### src/rtl/bf_pkg.sv
// Shared definitions for the brainfuck memory sequencer and core:
// sequencer state encoding and the program terminator byte.
package bf_pkg;

    typedef enum logic [1:0] {
        ST_IDLE  = 2'd0,
        ST_CLEAR = 2'd1,
        ST_LOAD  = 2'd2,
        ST_RUN   = 2'd3
    } bf_state_t;

    localparam logic [7:0] BF_PROG_END = 8'h00;

endpackage

### src/rtl/bf_mem_port_mux.sv
// Owner-select mux for one memory port. The sequencer side wins when it
// owns the port; otherwise the core address always passes, while the core
// write path only passes when the core is allowed to write.
module bf_mem_port_mux #(
    parameter int ADDR_W = 5
) (
    input  logic              seq_own,
    input  logic              core_pass,
    input  logic [ADDR_W-1:0] seq_addr,
    input  logic [7:0]        seq_wdata,
    input  logic              seq_we,
    input  logic [ADDR_W-1:0] core_addr,
    input  logic [7:0]        core_wdata,
    input  logic              core_we,
    output logic [ADDR_W-1:0] mem_addr,
    output logic [7:0]        mem_wdata,
    output logic              mem_we
);

    // Select the port owner; the core write path is gated when not running
    always_comb begin
        mem_addr  = core_addr;
        mem_wdata = 8'h00;
        mem_we    = 1'b0;
        if (seq_own) begin
            mem_addr  = seq_addr;
            mem_wdata = seq_wdata;
            mem_we    = seq_we;
        end else if (core_pass) begin
            mem_wdata = core_wdata;
            mem_we    = core_we;
        end
    end

endmodule

### src/rtl/bf_mem_sequencer.sv
// Sequences code and data memories for the brainfuck core: clears the data
// array, loads a host program into code RAM, then releases the core to run.
module bf_mem_sequencer
    import bf_pkg::*;
#(
    parameter int CODE_ADDR_W = 5,
    parameter int DATA_ADDR_W = 5
) (
    input  logic                   clk,
    input  logic                   reset,
    input  logic                   load_start,
    input  logic                   run_start,
    input  logic                   stop,
    input  logic                   host_valid,
    input  logic [7:0]             host_data,
    output logic                   host_ready,
    output logic                   core_run,
    input  logic [CODE_ADDR_W-1:0] core_code_addr,
    output logic [CODE_ADDR_W-1:0] code_addr,
    output logic [7:0]             code_wdata,
    output logic                   code_we,
    input  logic [DATA_ADDR_W-1:0] core_data_addr,
    input  logic [7:0]             core_data_out,
    input  logic                   core_write_rq,
    output logic [DATA_ADDR_W-1:0] data_addr,
    output logic [7:0]             data_wdata,
    output logic                   data_we,
    output logic [CODE_ADDR_W-1:0] prog_len,
    output logic                   prog_valid,
    output logic                   load_err,
    output logic                   busy
);

    localparam logic [CODE_ADDR_W-1:0] CODE_MAX = '1;
    localparam logic [DATA_ADDR_W-1:0] DATA_MAX = '1;

    bf_state_t              state, state_next;
    logic [DATA_ADDR_W-1:0] clr_cnt, clr_cnt_next;
    logic [CODE_ADDR_W-1:0] ld_cnt, ld_cnt_next;
    logic [CODE_ADDR_W-1:0] prog_len_next;
    logic                   clr_to_load, clr_to_load_next;
    logic                   prog_valid_next;
    logic                   load_err_next;

    // State, counters and program flags; reset aborts any sequence in flight
    always_ff @(posedge clk) begin
        if (reset) begin
            state       <= ST_IDLE;
            clr_cnt     <= '0;
            ld_cnt      <= '0;
            clr_to_load <= 1'b0;
            prog_len    <= '0;
            prog_valid  <= 1'b0;
            load_err    <= 1'b0;
        end else begin
            state       <= state_next;
            clr_cnt     <= clr_cnt_next;
            ld_cnt      <= ld_cnt_next;
            clr_to_load <= clr_to_load_next;
            prog_len    <= prog_len_next;
            prog_valid  <= prog_valid_next;
            load_err    <= load_err_next;
        end
    end

    // Next-state and register updates; load_start outranks run_start and stop
    always_comb begin
        state_next       = state;
        clr_cnt_next     = clr_cnt;
        ld_cnt_next      = ld_cnt;
        clr_to_load_next = clr_to_load;
        prog_len_next    = prog_len;
        prog_valid_next  = prog_valid;
        load_err_next    = load_err;
        unique case (state)
            ST_IDLE: begin
                if (load_start) begin
                    state_next       = ST_CLEAR;
                    clr_cnt_next     = '0;
                    clr_to_load_next = 1'b1;
                end else if (run_start && prog_valid) begin
                    state_next       = ST_CLEAR;
                    clr_cnt_next     = '0;
                    clr_to_load_next = 1'b0;
                end
            end
            ST_CLEAR: begin
                if (clr_cnt == DATA_MAX) begin
                    if (clr_to_load) begin
                        state_next      = ST_LOAD;
                        ld_cnt_next     = '0;
                        prog_valid_next = 1'b0;
                        load_err_next   = 1'b0;
                    end else begin
                        state_next = ST_RUN;
                    end
                end else begin
                    clr_cnt_next = clr_cnt + 1'b1;
                end
            end
            ST_LOAD: begin
                if (stop) begin
                    state_next      = ST_IDLE;
                    prog_valid_next = 1'b0;
                end else if (host_valid) begin
                    if (host_data == BF_PROG_END) begin
                        prog_len_next   = ld_cnt;
                        prog_valid_next = 1'b1;
                        state_next      = ST_RUN;
                    end else if (ld_cnt == CODE_MAX) begin
                        load_err_next   = 1'b1;
                        prog_valid_next = 1'b0;
                        state_next      = ST_IDLE;
                    end else begin
                        ld_cnt_next = ld_cnt + 1'b1;
                    end
                end
            end
            ST_RUN: begin
                if (load_start) begin
                    state_next       = ST_CLEAR;
                    clr_cnt_next     = '0;
                    clr_to_load_next = 1'b1;
                end else if (run_start) begin
                    state_next       = ST_CLEAR;
                    clr_cnt_next     = '0;
                    clr_to_load_next = 1'b0;
                end else if (stop) begin
                    state_next = ST_IDLE;
                end
            end
            default: state_next = ST_IDLE;
        endcase
    end

    // Handshake and core enable decode straight from the state
    always_comb begin
        host_ready = (state == ST_LOAD);
        core_run   = (state == ST_RUN);
        busy       = (state != ST_IDLE);
    end

    bf_mem_port_mux #(.ADDR_W(CODE_ADDR_W)) u_code_mux (
        .seq_own    (state == ST_LOAD),
        .core_pass  (1'b0),
        .seq_addr   (ld_cnt),
        .seq_wdata  (host_data),
        .seq_we     (host_valid && !stop),
        .core_addr  (core_code_addr),
        .core_wdata (8'h00),
        .core_we    (1'b0),
        .mem_addr   (code_addr),
        .mem_wdata  (code_wdata),
        .mem_we     (code_we)
    );

    bf_mem_port_mux #(.ADDR_W(DATA_ADDR_W)) u_data_mux (
        .seq_own    (state == ST_CLEAR),
        .core_pass  (state == ST_RUN),
        .seq_addr   (clr_cnt),
        .seq_wdata  (8'h00),
        .seq_we     (1'b1),
        .core_addr  (core_data_addr),
        .core_wdata (core_data_out),
        .core_we    (core_write_rq),
        .mem_addr   (data_addr),
        .mem_wdata  (data_wdata),
        .mem_we     (data_we)
    );

endmodule
### config.mk
export PLATFORM = sky130hd
export DESIGN_NAME = bf_mem_sequencer
export DESIGN_NICKNAME = d
export VERILOG_FILES = /design/src/rtl/bf_pkg.sv /design/src/rtl/bf_mem_port_mux.sv /design/src/rtl/bf_mem_sequencer.sv
export SDC_FILE = /design/constraint.sdc
export NUM_CORES = 1
export LEC_CHECK = 0
export ABC_AREA = 1
export CORE_ASPECT_RATIO = 1.75
export CORE_UTILIZATION = 41
export DETAILED_ROUTE_END_ITERATION = 12
export MAX_ROUTING_LAYER = met4
export PLACE_DENSITY = 0.86
export SLEW_MARGIN = 20
export SYNTH_ARGS = -nofsm -noshare
export SYNTH_HDL_FRONTEND = slang
export SYNTH_SLANG_ARGS = --single-unit
### constraint.sdc
create_clock -name clk -period 1.95 [get_ports clk]
set_input_delay 0.39 -clock clk [delete_from_list [all_inputs] [get_ports clk]]
set_output_delay 0.39 -clock clk [all_outputs]
set_load 0.01 [all_outputs]
Word level (Yosys, flattened, before mapping)
Cells that the tools add are included.

Bits of input ports: 33. Word-level logic and storage cells: 94. Register bits after elaboration: 20.

Reductions and logical operators: 16. Bitwise logic cells: 1. Equality and inequality tests: 18. Add/subtract/negate cells: 2. Multiplexer cells: 50.

Operators by type and width (count): $mux W5 (13); $mux W8 (3); $mux W2 (10); $mux W1 (18); $pmux W5 S3 (1); $ne A2 B2 Y1 const B (7); $reduce_and A7 Y1 (2); $add A5 B1 Y5 const B (2); $eq A5 B5 Y1 const B (2); $pmux W5 S2 (1); $reduce_and A5 Y1 (2); $ne A3 B3 Y1 const B (3); $logic_not A8 Y1 (1); $pmux W2 S4 (1); $reduce_and A4 Y1 (2); $pmux W1 S2 (3); $reduce_bool A2 Y1 (3); $eq A2 B2 Y1 const B (2); $ne A4 B2 Y1 const B (1); $ne A4 B4 Y1 const B (1); $reduce_and A3 Y1 (1); $reduce_bool A3 Y1 (1); $eq A2 B1 Y1 const B (1); $logic_and A1 B1 Y1 (2); other kinds (4) (4).

Logic depth before layout (Yosys ltp)
Gate-level depths: netlist of run 1.

Word-level depth: 6. Depth in mapped cells: 13. Depth with buffers taken out: 12.

By module
From an unflattened synthesis of run 1, not the netlist that was laid out.

Cell total of the unflattened synthesis: 268. Area total of the unflattened synthesis: 1654.1 um2.

Modules (own cells, without submodules): bf_mem_sequencer (cells each 176, area each 1211.2 um2, instances 1); bf_mem_port_mux (cells each 46, area each 221.5 um2, instances 2).

Worst setup path before layout of run 1
OpenSTA, ideal clock, no wires.

Path type: flip-flop to output port. Start point: reg state[0]. End point: out code_addr[1]. Cell stages (with the launch flop): 8. Data arrival time: 1.362 ns. Slack: 0.198 ns. Cell sequence: dfxtp_1 > inv_1 > ha_1 > buf_4 > inv_2 > clkbuf_1 > nand2_1 > o21ai_0.

Word-level cells in the longest chain between the ends: 2.

RTL lines: start: declaration (RTL line bf_mem_sequencer.sv:37) `bf_state_t state, state_next;`; start signal: assignment (RTL line bf_mem_sequencer.sv:56) `state <= state_next;`; $eq A2 B2 Y1; net host_ready (RTL line bf_mem_sequencer.sv:16) `output logic host_ready,`; $mux W5 (RTL line bf_mem_port_mux.sv:25) `if (seq_own) begin`; end: declaration (RTL line bf_mem_sequencer.sv:19) `output logic [CODE_ADDR_W-1:0] code_addr,`.

The timed path passes the listed nets, and every way through them passes these cells.

Final worst setup path of run 1
Start point: reg state[1]. End point: out data_wdata[2].

Word-level cells in the longest chain between the ends: 3.

RTL lines: $eq A2 B2 Y1 (RTL line bf_mem_sequencer.sv:159) `.core_pass (state == ST_RUN),`; $mux W8 (RTL line bf_mem_port_mux.sv:29) `end else if (core_pass) begin`; $mux W8 * (RTL line bf_mem_port_mux.sv:25); end: declaration (RTL line bf_mem_sequencer.sv:26) `output logic [7:0] data_wdata,`.

Every way passes the cells marked *; elsewhere a longest branch is shown, timed or not.

==> summary.txt, run 1 <==
status = finished clean
synth top area cells = dfxtp_1, nand2_1, nor2_1
final instance area = 2390 sq um
number of flops mapped to enable cells by yosys = 0
GPL Wtd Cong = 0.876
critical path class = reg2out
antenna violations before repair = 0
capture point of the worst reg-to-reg path = ld_cnt[4]$_SDFFE_PP0P_
WP data arrival = 1.52 ns
clk slew on worst S/H paths = 0.08 ns
clock buffer depth = 2
Worst slew margin = 0.741
synthesis warning total = 0
Synth Area in Compound Gates = 0.137
DR vias = 1777
unrepaired setup endpoints after global routing = true
Yosys top cell area share = 0.273
Pre-antenna DRT Iters = 5
commonest cells in the netlist = nand2_1, nor2_1, inv_1
clock sinks = 20
Final Hold Vio Count = 0
FF+latch count, synth = 20
final setup violation count = 0
R2R setup slack = 0.15 ns
vias in the first global route = 1590
power density over cell area = 1100 nW/um^2
CP max FO = 10
Port Buf Inserts = 70
crit end category = output pin
aggregate global routing overflow = 0
Post-DRT Antenna Nets = 0
CTS tree = built
Area after DPL = 2280 sq um
GR Util All Layers = 0.239
Int Power = 1.47 mW
count of unique library cells instantiated by Yosys = 26
Worst EP required = 1.56 ns
FFs w/ async S/R, synth = 0
Area growth syn-to-layout = 63.1%
initial DRC count = 50
Leak Pwr = 1.24 nW
Clock power frac = 0.160
Adder-Cell Fraction of Synth Area = 0.0769
main flop type after synthesis = dfxtp_1
worst hold path type = reg2reg
CP max stage cell = dfxtp_4
layout cell share with drive strength beyond 1 = 0.127
Hold Crit Start = load_err$_SDFFE_PP0P_
CTS buffer count = 3
period utilization = 0.979
DRC errors left = 0
Synth area leader = dfxtp_1
Max stage delay on crit path = 0.41 ns
switching component of the power = 1.15 mW
DIE AREA = 3830 sq um
top-count cell post-synth = nand2_1
FF-to-FF path depth = 11
sw frac = 0.440
final core utilization = 0.703
first-pass GRT wire length = 6.49 mm
mux share of post-synthesis cell area = 0
largest net degree at the start of global routing = 14
Avg Cell Area, Syn = 6.10 sq um
sequential share of the synthesized area = 0.273
Max Fclk = 0.524 GHz
Die Y = 81.1 um
num ports = 71
final layout net count = 365
Die Wd = 47.2 um
syn_nets = 282
peak supply drop = 0.886 mV
worst-path cell chain = inv_1, ha_4, buf_4, nor2_1, dlygate4sd2_1
max_cap viols = 0
root buf cell = clkbuf_8
Crit Reg-Reg Startpoint = state[0]$_SDFFE_PP0P_
Vias/cell = 4.84
Synth Cell Area = 1470 sq um
Mapped Cells = 240
Total Power = 2.62 mW
Worst-Margin Slew = 0.387 ns
min cycle time layout = 1.91 ns
WL/cell = 11.8 um
Setup TNS = 0 ns
Crit. Startpoint = state[1]$_SDFFE_PP0P_
Fillers = 286
Flop pwr share = 0.234
post-synthesis xor/xnor area fraction = 0
Gate power share = 0.606
largest family of logic cells by synthesized area = simple AND/OR/NAND/NOR gates
Core Region = 3400 sq um
clk_skew = 0.00127 ns
starting density of the core = 0.431
Antenna diodes = 0
simple-gate share of the synthesized area = 0.389
critical path endpoint = data_wdata[2]
Clk Latency, worst-skew pair = 0.26 ns
pre-CTS setup slack = -0.0294 ns
final wirelength = 4.34 mm
critical path startpoint category = flop
H-tree lvl count = 1
fin. max-slew vios = 0
post-detail-place hpwl = 3.23 mm
final worst slack = 0.0416 ns
FP Rows = 28
==> repair_timing <==
item / CTS / global route
setup buffers: 2 / 0
hold buffers: 0 / 0
gates resized for setup: 38 / 10
setup endpoints to repair: 31 / 10
==> worst min path at each step <==
stage / to / cells past startpoint / slack (ns)
2_1_floorplan: ld_cnt[0]$_SDFFE_PP0P_ / 1 / 0.45
3_3_place_gp: load_err$_SDFFE_PP0P_ / 2 / 0.43
3_5_place_dp: load_err$_SDFFE_PP0P_ / 2 / 0.43
4_1_cts: load_err$_SDFFE_PP0P_ / 2 / 0.45
5_1_grt: load_err$_SDFFE_PP0P_ / 2 / 0.48
6_report: load_err$_SDFFE_PP0P_ / 2 / 0.45
==> logic make-up (layout without fill, tap and decap cells) <==
logic type,count (synthesis),count (layout)
and+or+nand+nor,131,131
buffers and inverters,42,124
AOI/OAI and AO/OA,38,38
DFF,20,20
adders and majority gates,9,9
==> flip-flops by register name (all words and copies together), names as in the netlist <==
signal	count
state	2
prog_len	5
prog_valid	1
load_err	1
ld_cnt	5
clr_to_load	1
clr_cnt	5
==> layout by cell type (no fill, tap or decap), drive strengths merged, types with 3 or more instances in the layout <==
| cell | instances |
|---|---|
| clkdlybuf4s50 | 40 |
| buf | 17 |
| o21ai | 18 |
| inv | 34 |
| a21oi | 17 |
| dlymetal6s2s | 4 |
| nor2 | 47 |
| ha | 9 |
| nand2 | 71 |
| dlygate4sd2 | 23 |
| dfxtp | 20 |
| nand3 | 10 |
| clkbuf | 3 |
==> worst max-delay path: cells and delay by family, from the launching register on <==
kind,cells,cell delay [ns]
adder cells (fa/ha/maj),1,0.19
buffers and inverters,3,0.55
flip-flops,1,0.41
AND/OR/NAND/NOR,1,0.11
==> power groups by stage <==
stage | sequential, mW | combinational [mW] | clock (mW)
2_1_floorplan | 0.576 | 1.01 | 0
3_3_place_gp | 0.584 | 1.57 | 0
3_5_place_dp | 0.586 | 1.58 | 0
4_1_cts | 0.592 | 1.58 | 0.431
5_1_grt | 0.623 | 1.78 | 0.440
6_report | 0.613 | 1.59 | 0.419
==> metal layers <==
layer | GRT usage | part of all wire | up-vias
met3 | 0.0156 | 0.035 | 6
li1 | - | - | 909
met4 | 0.131 | 0.019 | 0
met1 | 0.235 | 0.38 | 804
met2 | 0.435 | 0.57 | 58
met5 | - | 0 | -
==> metrics by stage <==
step | cells | hold WS [ns]
floorplan | 240 | 0.452
finish | 367 | 0.445
global placement | 361 | 0.432
CTS | 367 | 0.447
global route | 367 | 0.477
detailed placement | 361 | 0.434
==> area by class of cell <==
class,instances,area (sq um),area share
tap,45,56.3,0.0236
inverter,34,133,0.0555
clock inverter,1,30.0,0.0126
multi-input combinational,178,921,0.385
timing repair buffer,86,801,0.335
clock buffer,3,41.3,0.0173
sequential,20,408,0.171
Power figures use the tool's default switching activity.
==> run 2: changes to the inputs <==
--- a/config.mk
+++ b/config.mk
@@ -7,11 +7,12 @@
 export LEC_CHECK = 0
 export ABC_AREA = 1
 export CORE_ASPECT_RATIO = 1.75
-export CORE_UTILIZATION = 41
+export CORE_UTILIZATION = 43
 export DETAILED_ROUTE_END_ITERATION = 12
 export MAX_ROUTING_LAYER = met4
 export PLACE_DENSITY = 0.86
 export SLEW_MARGIN = 20
 export SYNTH_ARGS = -nofsm -noshare
 export SYNTH_HDL_FRONTEND = slang
+export SYNTH_HIERARCHICAL = 1
 export SYNTH_SLANG_ARGS = --single-unit
==> run 2 against run 1 <==
Count of clock-buffer cells in the layout unchanged. Non-clock buffer count unchanged. Maximum frequency increased by 0.55%. Cell count increased by 13%. Largest cell class unchanged. Register-to-register slack got worse by 0.03 ns. Via count increased by 10%. Critical endpoint is now core_run. Clock skew increased by 0.0016 ns.
==> summary.txt, run 2 <==
status = finished clean
final layout net count = 412 (+13%)
GPL Wtd Cong = 0.829 (-5.4%)
synthesis warning total = 6 (+6)
top-count cell post-synth = nand2_1
DR top layer = met4
power density over cell area = 1100 nW/um^2 (+0.68%)
Total Power = 2.97 mW (+13%)
Regs by FF count = clr_cnt (5), ld_cnt (5), prog_len (5)
Clk Latency, worst-skew pair = 0.26 ns (about the same)
max_cap viols = 0 (unchanged)
FF+latch count, synth = 20 (unchanged)
clock buffer depth = 2 (unchanged)
sequential share of the synthesized area = 0.242 (-0.0312)
CTS tree = built
critical path class = reg2out
GR Util All Layers = 0.240 (+0.000978)
crit end category = output pin
CP max stage cell = clkdlybuf4s50_1
met3 routed WL = 144 um (-6.5%)
layout cell share with drive strength beyond 1 = 0.149 (+0.0217)
FFs w/ async S/R, synth = 0 (unchanged)
Pre-antenna DRT Iters = 4 (-1)
first-pass GRT wire length = 7.71 mm (+19%)
largest net degree at the start of global routing = 21 (+7)
WL/cell = 11.5 um (-2.9%)
number of flops mapped to enable cells by yosys = 0 (unchanged)
min cycle time layout = 1.90 ns (-0.0105 ns)
worst-path cell chain = ha_2, buf_4, clkdlybuf4s50_1
Die Y = 84.0 um (+3.7%)
starting density of the core = 0.451 (+0.0202)
WP data arrival = 1.51 ns (about the same)
H-tree lvl count = 1 (unchanged)
clk_skew = 0.00288 ns (+0.00161 ns)
clock sinks = 20 (unchanged)
WL met2 = 2.72 mm (+11%)
Synth Cell Area = 1650 sq um (+13%)
Leak Pwr = 1.33 nW (+7.1%)
critical path startpoint category = flop
Max Fclk = 0.527 GHz (+0.55%)
antenna violations before repair = 0 (unchanged)
initial DRC count = 51 (+2.0%)
Yosys top cell area share = 0.242 (-0.0312)
Final Hold Vio Count = 0 (unchanged)
CP max FO = 4 (-6)
clk slew on worst S/H paths = 0.08 ns (about the same)
worst hold path type = reg2reg
final worst slack = 0.0521 ns (+0.0105 ns)
final wirelength = 4.77 mm (+9.8%)
Die Wd = 48.9 um (+3.6%)
Vias/cell = 4.72 (-2.6%)
period utilization = 0.973 (-0.00539)
Post-DRT Antenna Nets = 0 (unchanged)
vias in the first global route = 1908 (+20%)
Avg Cell Area, Syn = 6.17 sq um (+1.1%)
fin. max-slew vios = 0 (unchanged)
Core Region = 3660 sq um (+7.8%)
met1 WL = 1.81 mm (+10%)
count of unique library cells instantiated by Yosys = 23 (-12%)
Antenna diodes = 0 (unchanged)
commonest non-fill, non-tap cell in the layout = nand2_1
Mapped Cells = 268 (+12%)
synth top area cells = dfxtp_1, nand2_1, nand3_2
Port Buf Inserts = 70 (unchanged)
main flop type after synthesis = dfxtp_1
root buf cell = clkbuf_8
pre-CTS setup slack = -0.0864 ns (-0.0570 ns)
aggregate global routing overflow = 0 (unchanged)
Area growth syn-to-layout = 62.6%
Max stage delay on crit path = 0.52 ns (+0.11 ns)
Worst EP required = 1.56 ns (about the same)
num ports = 71 (unchanged)
commonest cells in the netlist = nand2_1, nor2_1, inv_1
unrepaired setup endpoints after global routing = false
DR vias = 1958 (+10%)
post-detail-place hpwl = 3.48 mm (+7.8%)
CTS buffer count = 3 (unchanged)
Synth area leader = dfxtp_1
FP Rows = 29 (+3.6%)
final setup violation count = 0 (unchanged)
DRC errors left = 0 (unchanged)
DIE AREA = 4110 sq um (+7.4%)
most frequent cells in the layout = nand2_1, clkdlybuf4s50_1, nor2_1
peak supply drop = 0.654 mV (-26%)
## run 2: changes by cell type in the layout (fill, tap and decap cells not counted), sizes merged, moves of 3 or more
cell           delta
a21oi             -4
clkdlybuf4s15     +6
conb             +19
dlygate4sd2       -3
dlymetal6s2s      -3
inv               -6
nand2            +35
nand3            +19
nand4             +3
nor2             -14
o21ai             -7
xor2              +3
## run 2: power breakdown
part	switching [mW]	internal (mW)
Combinational	1.07	0.861
Clock	0.142	0.274
Sequential	0.106	0.513
Total	1.32	1.65
## run 2: worst max-delay path: cells and delay by family (launching register included)
kind / cells / cell delay, ns
fa+ha+maj: 1 / 0.22
buf+inv: 2 / 0.65
flops: 1 / 0.38
## run 2: cell type report
| cell class | instances | area, sq um |
|---|---|---|
| inverters | 28 | 110 |
| flip-flops and latches | 20 | 410 |
| well taps | 46 | 57.6 |
| fillers | 302 | 975 |
| repair buffers | 86 | 848 |
| clock buffers | 3 | 41.3 |
| clock inverters | 1 | 30.0 |
| multi-input cells | 230 | 1180 |
| repair inverters | 1 | 7.51 |
## run 2: layer usage
metal / vias up / track usage
met1: 864 / 0.226
li1: 1025 / -
met2: 63 / 0.481
met5: - / -
met4: 0 / 0.0989
met3: 6 / 0.0109
## run 2: kinds of logic (layout without fill, tap and decap cells)
logic type,after synthesis,in the layout,synth area share
other,2,19,0.00454
adder cells (fa/ha/maj),9,9,0.0681
AND/OR/NAND/NOR,174,174,0.490
buffers and inverters,35,119,0.0968
flip-flops,20,20,0.242
AO/OA/AOI/OAI,24,24,0.0772
XOR/XNOR,4,4,0.0212
## run 2: worst paths after layout
check                                start                  endpoint  slack [ns]  cells past startpoint
setup / recovery     state[0]$_SDFFE_PP0P_                  core_run        0.05                      3
hold / removal    prog_len[2]$_SDFFE_PP0P_  prog_len[2]$_SDFFE_PP0P_        0.45                      2
setup reg to reg     state[0]$_SDFFE_PP0P_   clr_cnt[0]$_SDFFE_PP0P_        0.12                     10
hold reg to reg   prog_len[2]$_SDFFE_PP0P_  prog_len[2]$_SDFFE_PP0P_        0.45                      2
## run 2: through the flow
stage | cell area (sq um) | TNS [ns] | instances | hold slack [ns] | util
5_1_grt | 2690 | 0 | 415 | 0.475 | 0.734
3_3_place_gp | 2540 | -0.0953 | 407 | 0.434 | 0.694
3_5_place_dp | 2540 | -0.166 | 407 | 0.440 | 0.694
2_1_floorplan | 1720 | 0 | 285 | 0.455 | -
6_report | 2690 | 0 | 415 | 0.446 | 0.734
4_1_cts | 2640 | -0.101 | 413 | 0.451 | 0.719
## run 2: timing repair
action                                  in CTS  in global routing
setup buffers                                1                  2
resized for setup                           42                 16
pin swaps                                    0                  1
hold buffers                                 0                  0
endpoints found under the setup margin      30                 14
gates cloned                                 1                  1
==> run 3: changes to the inputs <==
--- a/config.mk
+++ b/config.mk
@@ -11,6 +11,7 @@
 export DETAILED_ROUTE_END_ITERATION = 12
 export MAX_ROUTING_LAYER = met4
 export PLACE_DENSITY = 0.86
+export SETUP_SLACK_MARGIN = 0.3
 export SLEW_MARGIN = 20
 export SYNTH_ARGS = -nofsm -noshare
 export SYNTH_HDL_FRONTEND = slang
==> run 3 against run 2 <==
Die area unchanged. Wire length up 59%. Flip-flop and latch count unchanged. Cell count up 6.5%. Clock skew up 0.0044 ns. Maximum frequency down 0.40%. Via count up 25%. Worst hold slack better by 0.0055 ns. Critical endpoint is now data_wdata[5].
==> summary.txt, run 3 (synthesized netlist as in run 2, its figures left out) <==
Die Y = 84.0 um (unchanged)
Area after DPL = 2520 sq um (-0.98%)
Total Power = 4.13 mW (+39%)
layout cell share with drive strength beyond 1 = 0.429 (+0.280)
DRC errors left = 0 (unchanged)
period utilization = 0.977 (+0.00390)
peak supply drop = 1.07 mV (+64%)
max_cap viols = 0 (unchanged)
Pre-antenna DRT Iters = 5 (+1)
Port Buf Inserts = 70 (unchanged)
fin. max-slew vios = 0 (unchanged)
clock sinks = 20 (unchanged)
Gate power share = 0.733 (+0.082)
largest net degree at the start of global routing = 21 (unchanged)
aggregate global routing overflow = 0 (unchanged)
critical path class = reg2out
crit end category = output pin
starting density of the core = 0.451 (unchanged)
WP data arrival = 1.52 ns (about the same)
first-pass GRT wire length = 9.95 mm (+29%)
power density over cell area = 1320 nW/um^2 (+19%)
post-detail-place hpwl = 3.35 mm (-3.9%)
final setup violation count = 0 (unchanged)
Flop pwr share = 0.158 (-0.051)
Final Hold Vio Count = 0 (unchanged)
H-tree lvl count = 1 (unchanged)
Antenna diodes = 0 (unchanged)
final wirelength = 7.60 mm (+59%)
root buf cell = clkbuf_8
Clock power frac = 0.109 (-0.031)
switching component of the power = 1.95 mW (+47%)
Vias/cell = 5.54 (+17%)
Setup TNS = 0 ns (unchanged)
vias in the first global route = 2310 (+21%)
WL/cell = 17.2 um (+50%)
final layout net count = 439 (+6.6%)
CP max stage cell = dfxtp_4
clock buffer depth = 2 (unchanged)
clk_skew = 0.00731 ns (+0.00443 ns)
clk slew on worst S/H paths = 0.09 ns (about the same)
antenna violations before repair = 0 (unchanged)
Max stage delay on crit path = 0.40 ns (-0.12 ns)
Die Wd = 48.9 um (unchanged)
most frequent cells in the layout = nand2_1, clkdlybuf4s50_1, buf_2, buf_4, nand2_2
worst hold path type = reg2reg
Core Region = 3660 sq um (unchanged)
GPL Wtd Cong = 0.821 (-0.92%)
worst-path cell chain = inv_4, ha_4, buf_4, buf_6, clkinv_8, nand3_2, nand2_1, buf_2
status = finished clean
final instance area = 3140 sq um (+17%)
Clk Latency, worst-skew pair = 0.28 ns (+0.02 ns)
CTS tree = built
commonest non-fill, non-tap cell in the layout = nand2_1
CP max FO = 7 (+3)
DIE AREA = 4110 sq um (unchanged)
Worst EP required = 1.56 ns (about the same)
min cycle time layout = 1.91 ns (+0.00760 ns)
CTS buffer count = 3 (unchanged)
Int Power = 2.18 mW (+32%)
Leak Pwr = 1.46 nW (+9.6%)
Post-DRT Antenna Nets = 0 (unchanged)
sw frac = 0.472 (+0.0265)
FP Rows = 29 (unchanged)
Area growth syn-to-layout = 89.6%
final core utilization = 0.856 (+0.122)
Regs by FF count = clr_cnt (5), ld_cnt (5), prog_len (5)
DR vias = 2448 (+25%)
unrepaired setup endpoints after global routing = true
Max Fclk = 0.525 GHz (-0.40%)
critical path startpoint category = flop
num ports = 71 (unchanged)
initial DRC count = 152 (+200%)
GR Util All Layers = 0.320 (+0.0803)
[run 3: cell types whose count changed in the layout (fill, tap and decap cells not counted), moves of 7 or more]
cell	change
nand3_1	-7
buf_2	+25
nand2_1	-28
buf_6	+17
dlygate4sd2_1	-20
clkdlybuf4s15_1	-8
nand2_2	+24
buf_4	+13
[run 3: worst max-delay path, delay by kind of cell (launching register included)]
family | cells | cell delay, ns
buf+inv | 5 | 0.50
simple gates | 2 | 0.16
flops | 1 | 0.40
fa+ha+maj | 1 | 0.17
[run 3: final timing paths]
check	cells past startpoint	endpoint	slack, ns	start
setup / recovery	8	data_wdata[5]	0.04	state[1]$_SDFFE_PP0P_
hold / removal	2	prog_len[3]$_SDFFE_PP0P_	0.45	prog_len[3]$_SDFFE_PP0P_
setup reg to reg	15	state[0]$_SDFFE_PP0P_	0.05	state[0]$_SDFFE_PP0P_
hold reg to reg	2	prog_len[3]$_SDFFE_PP0P_	0.45	prog_len[3]$_SDFFE_PP0P_
[run 3: per-layer routing]
layer,vias to the layer above,GRT usage,share of wire
met1,1111,0.275,0.31
li1,1090,-,-
met3,75,0.0401,0.057
met2,172,0.617,0.53
met4,0,0.209,0.096
met5,-,-,0
[run 3: layout make-up]
| cell class | instances | area (sq um) |
|---|---|---|
| inverter | 28 | 135 |
| sequential | 20 | 410 |
| timing repair inverter | 1 | 7.51 |
| clock buffer | 3 | 41.3 |
| multi-input combinational | 230 | 1460 |
| fill | 197 | 528 |
| clock inverter | 1 | 30.0 |
| timing repair buffer | 113 | 996 |
| tap | 46 | 57.6 |
[run 3: stage by stage]
step | hold slack (ns) | std cells | setup slack [ns]
2_1_floorplan | 0.455 | 285 | 0.372
4_1_cts | 0.453 | 434 | 0.0698
6_report | 0.451 | 442 | 0.0445
3_5_place_dp | 0.440 | 405 | -0.0892
3_3_place_gp | 0.435 | 405 | -0.113
5_1_grt | 0.472 | 442 | -0.0699
[run 3: repair_timing]
| action | in CTS | in global routing |
|---|---|---|
| buffers inserted | 23 | 7 |
| cloned | 2 | 1 |
| gates resized for setup | 176 | 65 |
| setup endpoints to repair | 50 | 51 |
| hold buffers | 0 | 0 |
| pin swaps | 23 | 30 |
[run 3: power by group through the flow]
| stage | sequential (mW) | clock, mW | combinational, mW |
|---|---|---|---|
| 4_1_cts | 0.626 | 0.422 | 2.23 |
| 2_1_floorplan | 0.581 | 0 | 1.12 |
| 3_3_place_gp | 0.595 | 0 | 1.76 |
| 6_report | 0.653 | 0.449 | 3.03 |
| 5_1_grt | 0.660 | 0.461 | 3.17 |
| 3_5_place_dp | 0.598 | 0 | 1.80 |
